--- src/rtl/adau_cfg.sv ---
// rtl/adau_cfg.sv - ADAU1761 power-up register sequencer over I2C
//
// On start, walks an external table of {reg_addr[15:0], value[7:0]} entries
// and writes each one to the codec as a 4-byte I2C write
// (dev addr + W, reg_addr hi, reg_addr lo, value). Entries with
// reg_addr 16'hFFFF are timed waits of value*65536 cycles instead of writes.
// A NACK on any byte aborts the whole sequence with error set.
//
// Ports:
//   AMSCK            clock (same domain as the I2S receiver)
//   rst              synchronous active-high reset
//   start            one-cycle request, ignored while busy
//   rom_idx          index of the current table entry
//   rom_data         combinational table word for rom_idx
//   scl              I2C clock, push-pull, registered
//   sda_o            SDA drive value, constant 0
//   sda_t            1 releases SDA, 0 drives sda_o; registered
//   sda_i            SDA pad input
//   busy/done/error  sequence status; error is valid while done=1
module adau_cfg #(
  parameter int         CLK_DIV  = 245,
  parameter logic [6:0] DEV_ADDR = 7'h3B,
  parameter int         NUM_REGS = 32,
  parameter int         IDX_W    = 6
) (
  input  logic             AMSCK,
  input  logic             rst,
  input  logic             start,
  output logic [IDX_W-1:0] rom_idx,
  input  logic [23:0]      rom_data,
  output logic             scl,
  output logic             sda_o,
  output logic             sda_t,
  input  logic             sda_i,
  output logic             busy,
  output logic             done,
  output logic             error
);

  localparam int               DIV_W    = $clog2(CLK_DIV);
  localparam logic [DIV_W-1:0] DIV_LAST = DIV_W'(CLK_DIV - 1);
  localparam logic [IDX_W-1:0] LAST_IDX = IDX_W'(NUM_REGS - 1);

  typedef enum logic [3:0] {
    S_IDLE, S_FETCH, S_START, S_BYTE, S_ACK, S_STOP, S_GAP, S_DELAY, S_DONE
  } state_t;

  state_t           state, state_d;
  logic [DIV_W-1:0] div_cnt, div_d;
  logic [1:0]       qtr, qtr_d;
  logic [2:0]       bit_cnt, bit_cnt_d;
  logic [1:0]       byte_cnt, byte_cnt_d;
  logic [7:0]       shift, shift_d;
  logic [23:0]      entry, entry_d;
  logic [23:0]      dly_cnt, dly_d;
  logic [IDX_W-1:0] idx_d;
  logic             busy_d, done_d, error_d;
  logic             scl_d, sda_t_d;
  logic             timed, q_end, elem_end, advance;

  assign sda_o = 1'b0;

  always_comb begin
    state_d    = state;
    div_d      = '0;
    qtr_d      = '0;
    bit_cnt_d  = bit_cnt;
    byte_cnt_d = byte_cnt;
    shift_d    = shift;
    entry_d    = entry;
    dly_d      = dly_cnt;
    idx_d      = rom_idx;
    busy_d     = busy;
    done_d     = done;
    error_d    = error;
    advance    = 1'b0;
    scl_d      = 1'b1;
    sda_t_d    = 1'b1;

    // Quarter timing only runs in bus states; elsewhere it parks at 0 so
    // every bus element starts cleanly at Q0.
    timed    = (state == S_START) || (state == S_BYTE) || (state == S_ACK) ||
               (state == S_STOP)  || (state == S_GAP);
    q_end    = (div_cnt == DIV_LAST);
    elem_end = q_end && (qtr == 2'd3);
    if (timed) begin
      div_d = q_end ? '0 : div_cnt + DIV_W'(1);
      qtr_d = q_end ? qtr + 2'd1 : qtr;
    end

    case (state)
      S_IDLE, S_DONE: begin
        if (state == S_DONE) state_d = S_IDLE;
        if (start) begin
          state_d = S_FETCH;
          busy_d  = 1'b1;
          done_d  = 1'b0;
          error_d = 1'b0;
          idx_d   = '0;
        end
      end
      S_FETCH: begin
        entry_d = rom_data;
        if (rom_data[23:8] == 16'hFFFF) begin
          // A zero-length wait moves straight on; otherwise DELAY occupies
          // exactly value*65536 cycles.
          if (rom_data[7:0] == 8'd0) advance = 1'b1;
          else begin
            dly_d   = {rom_data[7:0], 16'h0000} - 24'd1;
            state_d = S_DELAY;
          end
        end else begin
          state_d = S_START;
        end
      end
      S_START: begin
        if (elem_end) begin
          state_d    = S_BYTE;
          shift_d    = {DEV_ADDR, 1'b0};
          bit_cnt_d  = '0;
          byte_cnt_d = '0;
        end
      end
      S_BYTE: begin
        if (elem_end) begin
          if (bit_cnt == 3'd7) state_d = S_ACK;
          else begin
            bit_cnt_d = bit_cnt + 3'd1;
            shift_d   = {shift[6:0], 1'b0};
          end
        end
      end
      S_ACK: begin
        // Sample on the last cycle of Q2, while SCL is high and settled.
        if ((qtr == 2'd2) && q_end && sda_i) error_d = 1'b1;
        if (elem_end) begin
          if (error || (byte_cnt == 2'd3)) state_d = S_STOP;
          else begin
            state_d    = S_BYTE;
            bit_cnt_d  = '0;
            byte_cnt_d = byte_cnt + 2'd1;
            case (byte_cnt)
              2'd0:    shift_d = entry[23:16];
              2'd1:    shift_d = entry[15:8];
              default: shift_d = entry[7:0];
            endcase
          end
        end
      end
      S_STOP:  if (elem_end) state_d = S_GAP;
      S_GAP:   if (elem_end) advance = 1'b1;
      S_DELAY: begin
        if (dly_cnt == 24'd0) advance = 1'b1;
        else dly_d = dly_cnt - 24'd1;
      end
      default: state_d = S_IDLE;
    endcase

    // Shared end-of-entry rule: a NACK or the last entry finishes the run.
    if (advance) begin
      if (error || (rom_idx == LAST_IDX)) begin
        state_d = S_DONE;
        busy_d  = 1'b0;
        done_d  = 1'b1;
      end else begin
        idx_d   = rom_idx + IDX_W'(1);
        state_d = S_FETCH;
      end
    end

    // Bus pins are decoded from the next state so the registered pins line
    // up with the state/quarter they belong to.
    case (state_d)
      S_START: sda_t_d = ~qtr_d[1];
      S_BYTE: begin
        scl_d   = qtr_d[1];
        sda_t_d = shift_d[7];
      end
      S_ACK:   scl_d = qtr_d[1];
      S_STOP: begin
        scl_d   = (qtr_d != 2'd0);
        sda_t_d = qtr_d[1];
      end
      default: ;
    endcase
  end

  always_ff @(posedge AMSCK) begin
    if (rst) begin
      state    <= S_IDLE;
      div_cnt  <= '0;
      qtr      <= '0;
      bit_cnt  <= '0;
      byte_cnt <= '0;
      shift    <= '0;
      entry    <= '0;
      dly_cnt  <= '0;
      rom_idx  <= '0;
      busy     <= 1'b0;
      done     <= 1'b0;
      error    <= 1'b0;
      scl      <= 1'b1;
      sda_t    <= 1'b1;
    end else begin
      state    <= state_d;
      div_cnt  <= div_d;
      qtr      <= qtr_d;
      bit_cnt  <= bit_cnt_d;
      byte_cnt <= byte_cnt_d;
      shift    <= shift_d;
      entry    <= entry_d;
      dly_cnt  <= dly_d;
      rom_idx  <= idx_d;
      busy     <= busy_d;
      done     <= done_d;
      error    <= error_d;
      scl      <= scl_d;
      sda_t    <= sda_t_d;
    end
  end

endmodule

--- config.mk ---
export PLATFORM = sky130hd
export DESIGN_NAME = adau_cfg
export DESIGN_NICKNAME = d
export VERILOG_FILES = /design/src/rtl/adau_cfg.sv
export SDC_FILE = /design/constraint.sdc
export NUM_CORES = 1
export LEC_CHECK = 0
export BUFFER_PORTS_ARGS = -buffer_cell sky130_fd_sc_hd__buf_2
export CAP_MARGIN = 10
export CORE_UTILIZATION = 50
export DETAILED_ROUTE_END_ITERATION = 8
export GPL_ROUTABILITY_DRIVEN = 0
export PLACE_DENSITY = 0.69
export SLEW_MARGIN = 20
export SYNTH_ARGS = -nofsm -noshare
export SYNTH_HDL_FRONTEND = slang
export SYNTH_SLANG_ARGS = --single-unit
--- constraint.sdc ---
create_clock -name AMSCK -period 3 [get_ports AMSCK]
set_input_delay 0 -clock AMSCK [delete_from_list [all_inputs] [get_ports AMSCK]]
set_output_delay 0 -clock AMSCK [all_outputs]
set_load 0.03 [all_outputs]
==> results of run 1 <==
[timing repair]
action                    in CTS  in global routing
buffers inserted               0                  0
hold buffers                  24                  0
hold endpoints to repair      24                  0
[where the power goes]
group | switching (W) | leakage (nW) | internal, W | total [W]
Sequential | 0.0000184 | 0.695 | 0.00116 | 0.00118
Clock | 0.000434 | 0.106 | 0.000472 | 0.000906
Combinational | 0.000116 | 1.17 | 0.0000815 | 0.000197
Total | 0.000569 | 1.97 | 0.00172 | 0.00229
[worst max-delay path, cell delays in order, from the launching register on]
cell	delay, ns
dfxtp_1	0.37
nor4_1	0.54
nand4_1	0.30
o32ai_1	0.25
o21bai_1	0.32
o31a_1	0.23
o311a_1	0.36
a31oi_1	0.14
[state kept, by name (all words and copies together) (netlist names), 2 cells and up]
name      count
dly_cnt      24
bit_cnt       3
state         4
entry        24
shift         8
qtr           2
rom_idx       6
byte_cnt      2
div_cnt       8
[through the flow]
| stage | cells | utilization | setup WS, ns |
|---|---|---|---|
| 3_5_place_dp | 691 | 0.542 | 0.539 |
| 4_1_cts | 731 | 0.595 | 0.482 |
| 6_report | 731 | 0.595 | 0.406 |
| 3_3_place_gp | 691 | 0.542 | 0.647 |
| 2_1_floorplan | 568 | - | 0.823 |
| 5_1_grt | 731 | 0.595 | 0.278 |
[cell families (layout without fill, tap and decap cells)]
| kind of cell | Yosys count | in the layout | synth area share |
|---|---|---|---|
| and+or+nand+nor | 272 | 272 | 0.308 |
| AOI/OAI and AO/OA | 126 | 126 | 0.173 |
| DFF | 86 | 86 | 0.385 |
| buffers and inverters | 44 | 99 | 0.0442 |
| xor gates and xnor gates | 24 | 24 | 0.0470 |
| adders and majority gates | 14 | 14 | 0.0392 |
| other | 1 | 1 | 0.000839 |
| muxes | 1 | 1 | 0.00224 |
[layout by cell type, fill, tap and decap left out, types with 4 or more instances in the layout]
cell type,n
nor4b_1,4
buf_2,38
dfxtp_1,86
nor4_1,5
and3_1,9
xnor2_1,10
a22oi_1,11
a41oi_1,5
nor2_1,59
a31oi_1,6
nand3_1,26
o21ai_0,12
nand4_1,9
a211oi_1,6
a21oi_1,62
nor3_1,14
dlygate4sd3_1,24
inv_1,14
ha_1,14
or3_1,8
xor2_1,14
clkbuf_8,9
or4_1,5
buf_4,7
nand2_1,104
[metal layers]
metal | GRT usage | wire (um) | up-vias
met5 | 0 | 0 | -
met4 | 0.108 | 271 | 0
met3 | 0.0430 | 393 | 29
met2 | 0.417 | 5380 | 104
met1 | 0.306 | 5010 | 1959
li1 | - | - | 2113
[worst paths after layout]
path	startpoint	to	slack (ns)	depth (start not counted)
hold / removal	sda_i	error	0.07	4
hold reg to reg	done	done	0.46	2
setup reg to reg	dly_cnt[4]	scl	0.41	7
setup / recovery	dly_cnt[4]	scl	0.41	7
[cell type report]
cell class	count	area, um2	area share
Clock inverter	7	97.6	0.0189
Tap cell	108	135	0.0262
Inverter	14	52.6	0.0102
Multi-Input combinational cell	438	2550	0.494
Sequential cell	86	1720	0.333
Clock buffer	9	124	0.0240
Timing Repair Buffer	69	483	0.0935
==> key figures, run 1 <==
STA
  – Slew Limit Headroom: 0.480
  – Max Clk Rate: 0.385 GHz
  – Worst-margin pin slew: 0.780 ns
  – Tcrit/Tclk final: 0.865
  – RSZ-0062 raised after global routing: no
  – Setup violators final: 0
  – Worst hold slack: 0.0719 ns
  – Clk_skew: 0.0124 ns
  – Max-slew violation count: 0
  – Fin crit period: 2.59 ns
  – Final hold violations: 0
  – Setup TNS: 0 ns

Clock tree
  – Max Root-Sink Buffers: 2
  – Worst-Skew Late Latency: 0.35 ns
  – Post-CTS Resized: 0
  – CTS Root Cell: clkbuf_8
  – Reg clk slew, reported paths: approximately 0.09 ns
  – Num CTS Buffers: 9
  – CTS tree: built
  – Clock sinks: 86
  – H-tree levels: 3

Yosys
  – Prevailing post-synth register cell: dfxtp_1
  – Post-synthesis sequential area ratio: 0.385
  – Mean area per synthesized cell: 7.87 um2
  – Post-synth EDFFs: 0
  – Synthesis warning total: 0
  – Commonest cells in the netlist: nand2_1, dfxtp_1, a21oi_1
  – Mapped Nets: 610
  – Count leader, synth: nand2_1
  – Top cells by area, synth: dfxtp_1, nand2_1, a21oi_1
  – Async set-reset flop share out of synthesis: 0
  – Count of different cell masters after synthesis: 62
  – Cell Area, Synth: 4470 um2
  – Post-synth top area share: 0.385
  – Synth Register Bits: 86
  – Syn Inst Count: between 500 and 600
  – Largest area contributor in the netlist: dfxtp_1

Detailed routing
  – Drt initial violations: 256
  – Routed WL per cell: 15.1 um
  – DR pass1 iterations: 4
  – Vias per cell: 5.75
  – Final ANT Viol Nets: 0
  – Drt drc: 0
  – WL final: around 11,000 um
  – Via count: 4,205

Place
  – PortBufs: 38
  – Hpwl dp: 7720 um
  – Area after DPL: 4700 um2

Worst setup path
  – Startpoint types: flip-flop
  – Critical path endpoint category: flip-flop
  – WP data required: roughly 3.3 ns
  – CP max FO: 9
  – Critical path class: flip-flop to flip-flop
  – Arr. time, crit path: approximately 2.9 ns

Floorplan
  – Std cell rows: 34
  – Overall die height: 96.6 um
  – Die width: 96.6 um
  – Die footprint: 9330 um2
  – Core area: 8680 um2
  – Starting Density: 0.515
  – I/O pin cnt: 40

Outcome
  – Status: complete, no violations

Layout
  – Nets: 660
  – Antenna diode count: 0
  – Layout cells sized above 1: 0.124
  – Post-Layout Inst Area: 5170 um2
  – Fill count: 819
  – Area grow syn2layout: 15.5%

Min path
  – Hold Path Class: input port to flip-flop

Global route
  – Tot GR Track Use: 0.247
  – First-pass GRT wire length: 17,900 um
  – Initial antenna violation count: 0
  – Vias in the first global route: ~3,900
  – Largest net degree at the start of global routing: 44
  – Overflow after GRT: 0

Pwr
  – Leak Pwr: 1.97 nW
  – PD cells: 442 nW/um2
  – Maximum vdd ir drop: 299 uV
  – PnR Total Power: 0.00229 W

Flow run
  – MaxCap Viol Count: 0
(Power assumes the default switching activity.)
==> run 2: changes to the inputs <==
Clock period 3 ns to 3.1 ns, I/O delays scaled along.
==> run 2 against run 1 <==
Against the previous run: final area barely moved; sequential power fell by 3%; non-clock buffer count fell by 1; critical path type is now input port to flip-flop.
==> key figures, run 2 (synthesis results as in run 1) <==
Clock tree
  – Max Root-Sink Buffers: 2 (unchanged)
  – Reg clk slew, reported paths: 0.09 ns (about the same)
  – CTS tree: built (unchanged)
  – Clock sinks: 86 (unchanged)
  – H-tree levels: 3 (unchanged)
  – CTS Root Cell: clkbuf_8 (unchanged)
  – Num CTS Buffers: 9 (unchanged)
  – Worst-Skew Late Latency: 0.36 ns (was 0.35 ns)
  – Post-CTS Resized: 0 (unchanged)

Detailed routing
  – Drt drc: 0 (unchanged)
  – DR pass1 iterations: 5 (was 4)
  – Drt initial violations: 282 (was 256)
  – WL final: 11,000 um (was 11,100 um)
  – Top sig layer: met4 (unchanged)
  – Wire length on met2: 5310 um (was 5380 um)
  – Met1 wire length: 4970 um (was 5010 um)
  – Via count: 4,181 (was 4,205)
  – Metal3 WL: 493 um (was 393 um)
  – Final ANT Viol Nets: 0 (unchanged)
  – Routed WL per cell: 15.1 um (about the same)
  – Vias per cell: 5.73 (was 5.75)

Min path
  – Hold Path Class: input port to flip-flop (unchanged)
  – Hold Path Stages: 4 (unchanged)

Layout
  – Antenna diode count: 0 (unchanged)
  – Most frequent cells in the layout: nand2_1, dfxtp_1, a21oi_1 (unchanged)
  – Layout cells sized above 1: 0.122 (was 0.124)
  – Area grow syn2layout: 15.6% (was 15.5%)
  – Most common cell after layout, fill and taps aside: nand2_1 (unchanged)
  – Largest regs: dly_cnt x24, entry x24 (unchanged)
  – Layout Cells excl Fill: 730 (was 731)
  – Fill count: 783 (was 819)
  – Nets: 659 (was 660)

Outcome
  – Status: complete, no violations (unchanged)

Floorplan
  – Overall die height: 96.6 um (unchanged)
  – Core area: 8680 um2 (unchanged)
  – Die footprint: 9330 um2 (unchanged)
  – Std cell rows: 34 (unchanged)
  – I/O pin cnt: 40 (unchanged)
  – Starting Density: 0.515 (unchanged)
  – Die width: 96.6 um (unchanged)

Pwr
  – PD cells: 433 nW/um2 (was 442 nW/um2)
  – Maximum vdd ir drop: 294 uV (was 299 uV)
  – Leak Pwr: 1.96 nW (was 1.97 nW)

Worst setup path
  – Critical path class: input port to flip-flop (was flip-flop to flip-flop)
  – Reg2Reg Setup Slack: 0.51 ns (was 0.41 ns)
  – WP data required: 3.33 ns (was 3.28 ns)
  – Startpoint types: input port (was flip-flop)
  – CP max FO: 14 (was 9)
  – Critical path endpoint category: flip-flop (unchanged)
  – Slowest cell on crit path: nor4_1 (unchanged)
  – Arr. time, crit path: 2.92 ns (was 2.87 ns)
  – Cells along the critical path: dlygate4sd3_1 > buf_2 > nand4_1 > nor4_1 > nand3_1 > nand2_1 > o21ai_0 > a22oi_1 > nor2_1 (was nor4_1 > nand4_1 > o32ai_1 > o21bai_1 > o31a_1 > o311a_1 > a31oi_1)
  – Worst R2R Path Depth: 7 (unchanged)
  – Max stage delay on crit path: 0.64 ns (was 0.54 ns)

STA
  – RSZ-0062 raised after global routing: no (unchanged)
  – Worst-margin pin slew: 0.832 ns (was 0.780 ns)
  – Setup violators final: 0 (unchanged)
  – Max-slew violation count: 0 (unchanged)
  – Setup TNS: 0 ns (unchanged)
  – Max Clk Rate: 0.372 GHz
  – Slew Limit Headroom: 0.445 (was 0.480)
  – Tcrit/Tclk final: 0.866
  – Fin crit period: 2.69 ns
  – Final hold violations: 0 (unchanged)
  – Clk_skew: 0.0137 ns (was 0.0124 ns)

Flow run
  – MaxCap Viol Count: 0 (unchanged)

Global route
  – Initial antenna violation count: 0 (unchanged)
  – Largest net degree at the start of global routing: 46 (was 44)
  – First-pass GRT wire length: 17,800 um (was 17,900 um)
  – Tot GR Track Use: 0.247 (about the same)
  – Vias in the first global route: 3,947 (was 3,914)
  – Overflow after GRT: 0 (unchanged)

Place
  – PortBufs: 38 (unchanged)
  – Cell Count Post-Placement: 690 (was 691)
  – Hpwl dp: 7520 um (was 7720 um)
run 2: cell types whose count changed in the layout (fill, tap and decap cells not counted), sizes merged:
cell and change:
clkinv -2, buf -1, clkbuf +1, inv +1
run 2: area by class of cell:
cell class / count / area [um2] / area share
Sequential cell: 86 / 1720 / 0.333
Inverter: 14 / 52.6 / 0.0102
Clock inverter: 6 / 92.6 / 0.0179
Timing Repair Buffer: 68 / 475 / 0.0920
Multi-Input combinational cell: 438 / 2550 / 0.494
Tap cell: 108 / 135 / 0.0262
Clock buffer: 10 / 138 / 0.0266
run 2: worst paths after layout:
| path | start | endpoint |
|---|---|---|
| setup / recovery | rom_data[14] | dly_cnt[16] |
| hold / removal | sda_i | error |
| setup reg to reg | state[1] | scl |
| hold reg to reg | entry[4] | entry[4] |
run 2: critical path: cells and delay by family:
| family | cells | cell delay, ns |
|---|---|---|
| and+or+nand+nor | 5 | 1.94 |
| AOI/OAI and AO/OA | 2 | 0.32 |
| buffers and inverters | 2 | 0.66 |
run 2: layer usage:
| layer | up-vias | GRT usage |
|---|---|---|
| li1 | 2115 | - |
| met1 | 1943 | 0.300 |
| met2 | 103 | 0.434 |
| met3 | 20 | 0.0454 |
| met4 | 0 | 0.0882 |
| met5 | - | 0 |
run 2: repair_timing:
action | in CTS | in global routing
setup buffers | 0 | 0
hold buffers | 24 | 0
endpoints found under the hold margin | 24 | 0
run 2: stage by stage:
stage                     total power (W)  setup slack, ns  area (um2)  hold slack [ns]  utilization
after floorplan                   0.00128            0.923        4470            0.136            -
after global placement            0.00133            0.624        4700            0.258        0.541
after detailed placement          0.00133            0.523        4700            0.265        0.541
after CTS                         0.00225            0.508        5170           0.0498        0.595
after global routing              0.00232            0.186        5170           0.0820        0.595
final                             0.00224            0.414        5170           0.0538        0.595
run 2: where the power goes:
part           leakage (nW)  switching [W]  internal (W)
logic                  1.16       0.000112     0.0000788
clock network         0.110       0.000421      0.000481
registers             0.695      0.0000182       0.00113
total                  1.96       0.000551       0.00169
==> run 3: changes to the inputs <==
Settings changed: SKIP_CTS_REPAIR_TIMING set to 1.
Clock period 3.1 ns to 2.74 ns, I/O delays scaled along.
==> run 3 against run 2 <==
Against the previous run: core utilization is 0.66 points higher; worst hold slack better by 0.042 ns; via count is 0.41% higher; first-iteration DRC count is 8.9% lower; flip-flop and latch count stayed put; final area is 1.1% higher; clock power is 19% higher; worst setup slack worse by 0.094 ns; register-to-register slack worse by 0.16 ns; sequential power is 13% higher; critical path type unchanged; largest cell class unchanged.
==> key figures, run 3 (synthesis results as in run 1) <==
Detailed routing
  – Vias per cell: 5.71 (was 5.73)
  – Drt initial violations: 257 (was 282)
  – DR pass1 iterations: 5 (unchanged)
  – WL final: 10,900 um (was 11,000 um)
  – Via count: 4,198 (was 4,181)
  – Routed WL per cell: 14.8 um (was 15.1 um)
  – Final ANT Viol Nets: 0 (unchanged)
  – Drt drc: 0 (unchanged)

Pwr
  – PD cells: 493 nW/um2 (was 433 nW/um2)
  – Leak Pwr: 2.00 nW (was 1.96 nW)
  – Maximum vdd ir drop: 283 uV (was 294 uV)

Min path
  – Hold Path Class: input port to flip-flop (unchanged)

Clock tree
  – CTS tree: built (unchanged)
  – Reg clk slew, reported paths: 0.08 ns (was 0.09 ns)
  – H-tree levels: 3 (unchanged)
  – Clock sinks: 86 (unchanged)
  – Num CTS Buffers: 9 (unchanged)
  – Max Root-Sink Buffers: 2 (unchanged)
  – Worst-Skew Late Latency: 0.36 ns (about the same)
  – CTS Root Cell: clkbuf_8 (unchanged)

STA
  – Max Clk Rate: 0.413 GHz
  – Worst-margin pin slew: 1.04 ns (was 0.832 ns)
  – Final hold violations: 0 (unchanged)
  – Worst hold slack: 0.0958 ns (was 0.0538 ns)
  – Fin crit period: ~2.4 ns
  – Slew Limit Headroom: 0.306 (was 0.445)
  – Clk_skew: 0.00743 ns (was 0.0137 ns)
  – Setup TNS: 0 ns (unchanged)
  – Tcrit/Tclk final: 0.883
  – Setup violators final: 0 (unchanged)
  – RSZ-0062 raised after global routing: no (unchanged)
  – Max-slew violation count: 0 (unchanged)

Flow run
  – MaxCap Viol Count: 0 (unchanged)

Global route
  – GR Util met1: 0.304 (was 0.300)
  – Tot GR Track Use: 0.234 (was 0.247)
  – Initial antenna violation count: 0 (unchanged)
  – Overflow after GRT: 0 (unchanged)
  – Met3 Usage GRT: 0.0415 (was 0.0454)
  – Vias in the first global route: 3,609 (was 3,947)
  – Largest net degree at the start of global routing: 57 (was 46)
  – First-pass GRT wire length: 16,800 um (was 17,800 um)
  – Grt peak-use layer: met2 (unchanged)
  – Met2 Usage GRT: 0.386 (was 0.434)

Layout
  – Most frequent cells in the layout: nand2_1, dfxtp_1, a21oi_1 (unchanged)
  – Post-layout util: 0.602 (was 0.595)
  – Most common cell after layout, fill and taps aside: nand2_1 (unchanged)
  – Fill count: 793 (was 783)
  – Seq. cell area: 1720 um2 (unchanged)
  – Layout cells sized above 1: 0.129 (was 0.122)
  – Post-Layout Inst Area: 5230 um2 (was 5170 um2)
  – Largest regs: dly_cnt x24, entry x24 (unchanged)
  – Antenna diode count: 0 (unchanged)
  – Nets: 665 (was 659)
  – Multi-input gate area: 2560 um2 (was 2550 um2)
  – Area grow syn2layout: 16.8% (was 15.6%)
  – Layout Cells excl Fill: 735 (was 730)

Worst setup path
  – Reg2Reg Setup Slack: 0.35 ns (was 0.51 ns)
  – WP data required: 3.03 ns (was 3.33 ns)
  – Critical path endpoint category: flip-flop (unchanged)
  – Critical path class: input port to flip-flop (unchanged)
  – Arr. time, crit path: 2.71 ns (was 2.92 ns)
  – CP max FO: 9 (was 14)
  – Startpoint types: input port (unchanged)

Place
  – PortBufs: 38 (unchanged)
  – Cell Count Post-Placement: 696 (was 690)
  – Hpwl dp: 7610 um (was 7520 um)
  – Area after DPL: 4740 um2 (was 4700 um2)

Floorplan
  – Die footprint: 9330 um2 (unchanged)
  – Die width: 96.6 um (unchanged)
  – I/O pin cnt: 40 (unchanged)
  – Overall die height: 96.6 um (unchanged)
  – Core area: 8680 um2 (unchanged)
  – Std cell rows: 34 (unchanged)
  – Starting Density: 0.515 (unchanged)

Outcome
  – Status: complete, no violations (unchanged)
[run 3: changes by cell type in the layout (fill, tap and decap cells not counted), sizes merged]
cell      previous run  this run
clkbuf              10        11
clkinv               0         1
inv                 16        14
buf                 44        50
clkinvlp             2         0
bufinv               2         3
[run 3: final timing paths]
check / endpoint / cells past startpoint / from
worst min-delay path: error / 4 / sda_i
worst max-delay path: scl / 9 / rom_data[2]
worst max register to register: scl / 8 / qtr[0]
worst min register to register: entry[2] / 2 / entry[2]
[run 3: layer usage]
layer	wire length, um	part of all wire
met1	5070	0.47
met2	5210	0.48
met3	416	0.038
met4	175	0.016
met5	0	0
[run 3: critical path, cell delays in order]
cell and delay [ns]:
dlygate4sd3_1 0.53, buf_2 0.15, nor4_2 0.50, nand3_1 0.21, o32ai_1 0.35, o21bai_1 0.28, o31a_1 0.19, o311a_1 0.35
a31oi_1 0.13
[run 3: where the power goes]
part	total, W	switching (W)	internal [W]
registers	0.00129	0.0000201	0.00127
logic	0.000215	0.000126	0.0000894
clock network	0.00107	0.000443	0.000625
total	0.00258	0.000589	0.00199
[run 3: layout make-up]
type | count | share of cell area
Clock inverter | 4 | 0.0182
Timing Repair Buffer | 74 | 0.0996
Sequential cell | 86 | 0.330
Clock buffer | 11 | 0.0271
Tap cell | 108 | 0.0259
Multi-Input combinational cell | 438 | 0.490
Inverter | 14 | 0.0101
[run 3: metrics by stage]
stage	power, W	worst slack, ns
3_5_place_dp	0.00151	0.295
5_1_grt	0.00268	0.114
4_1_cts	0.00257	0.202
3_3_place_gp	0.00151	0.377
6_report	0.00258	0.321
2_1_floorplan	0.00144	0.563
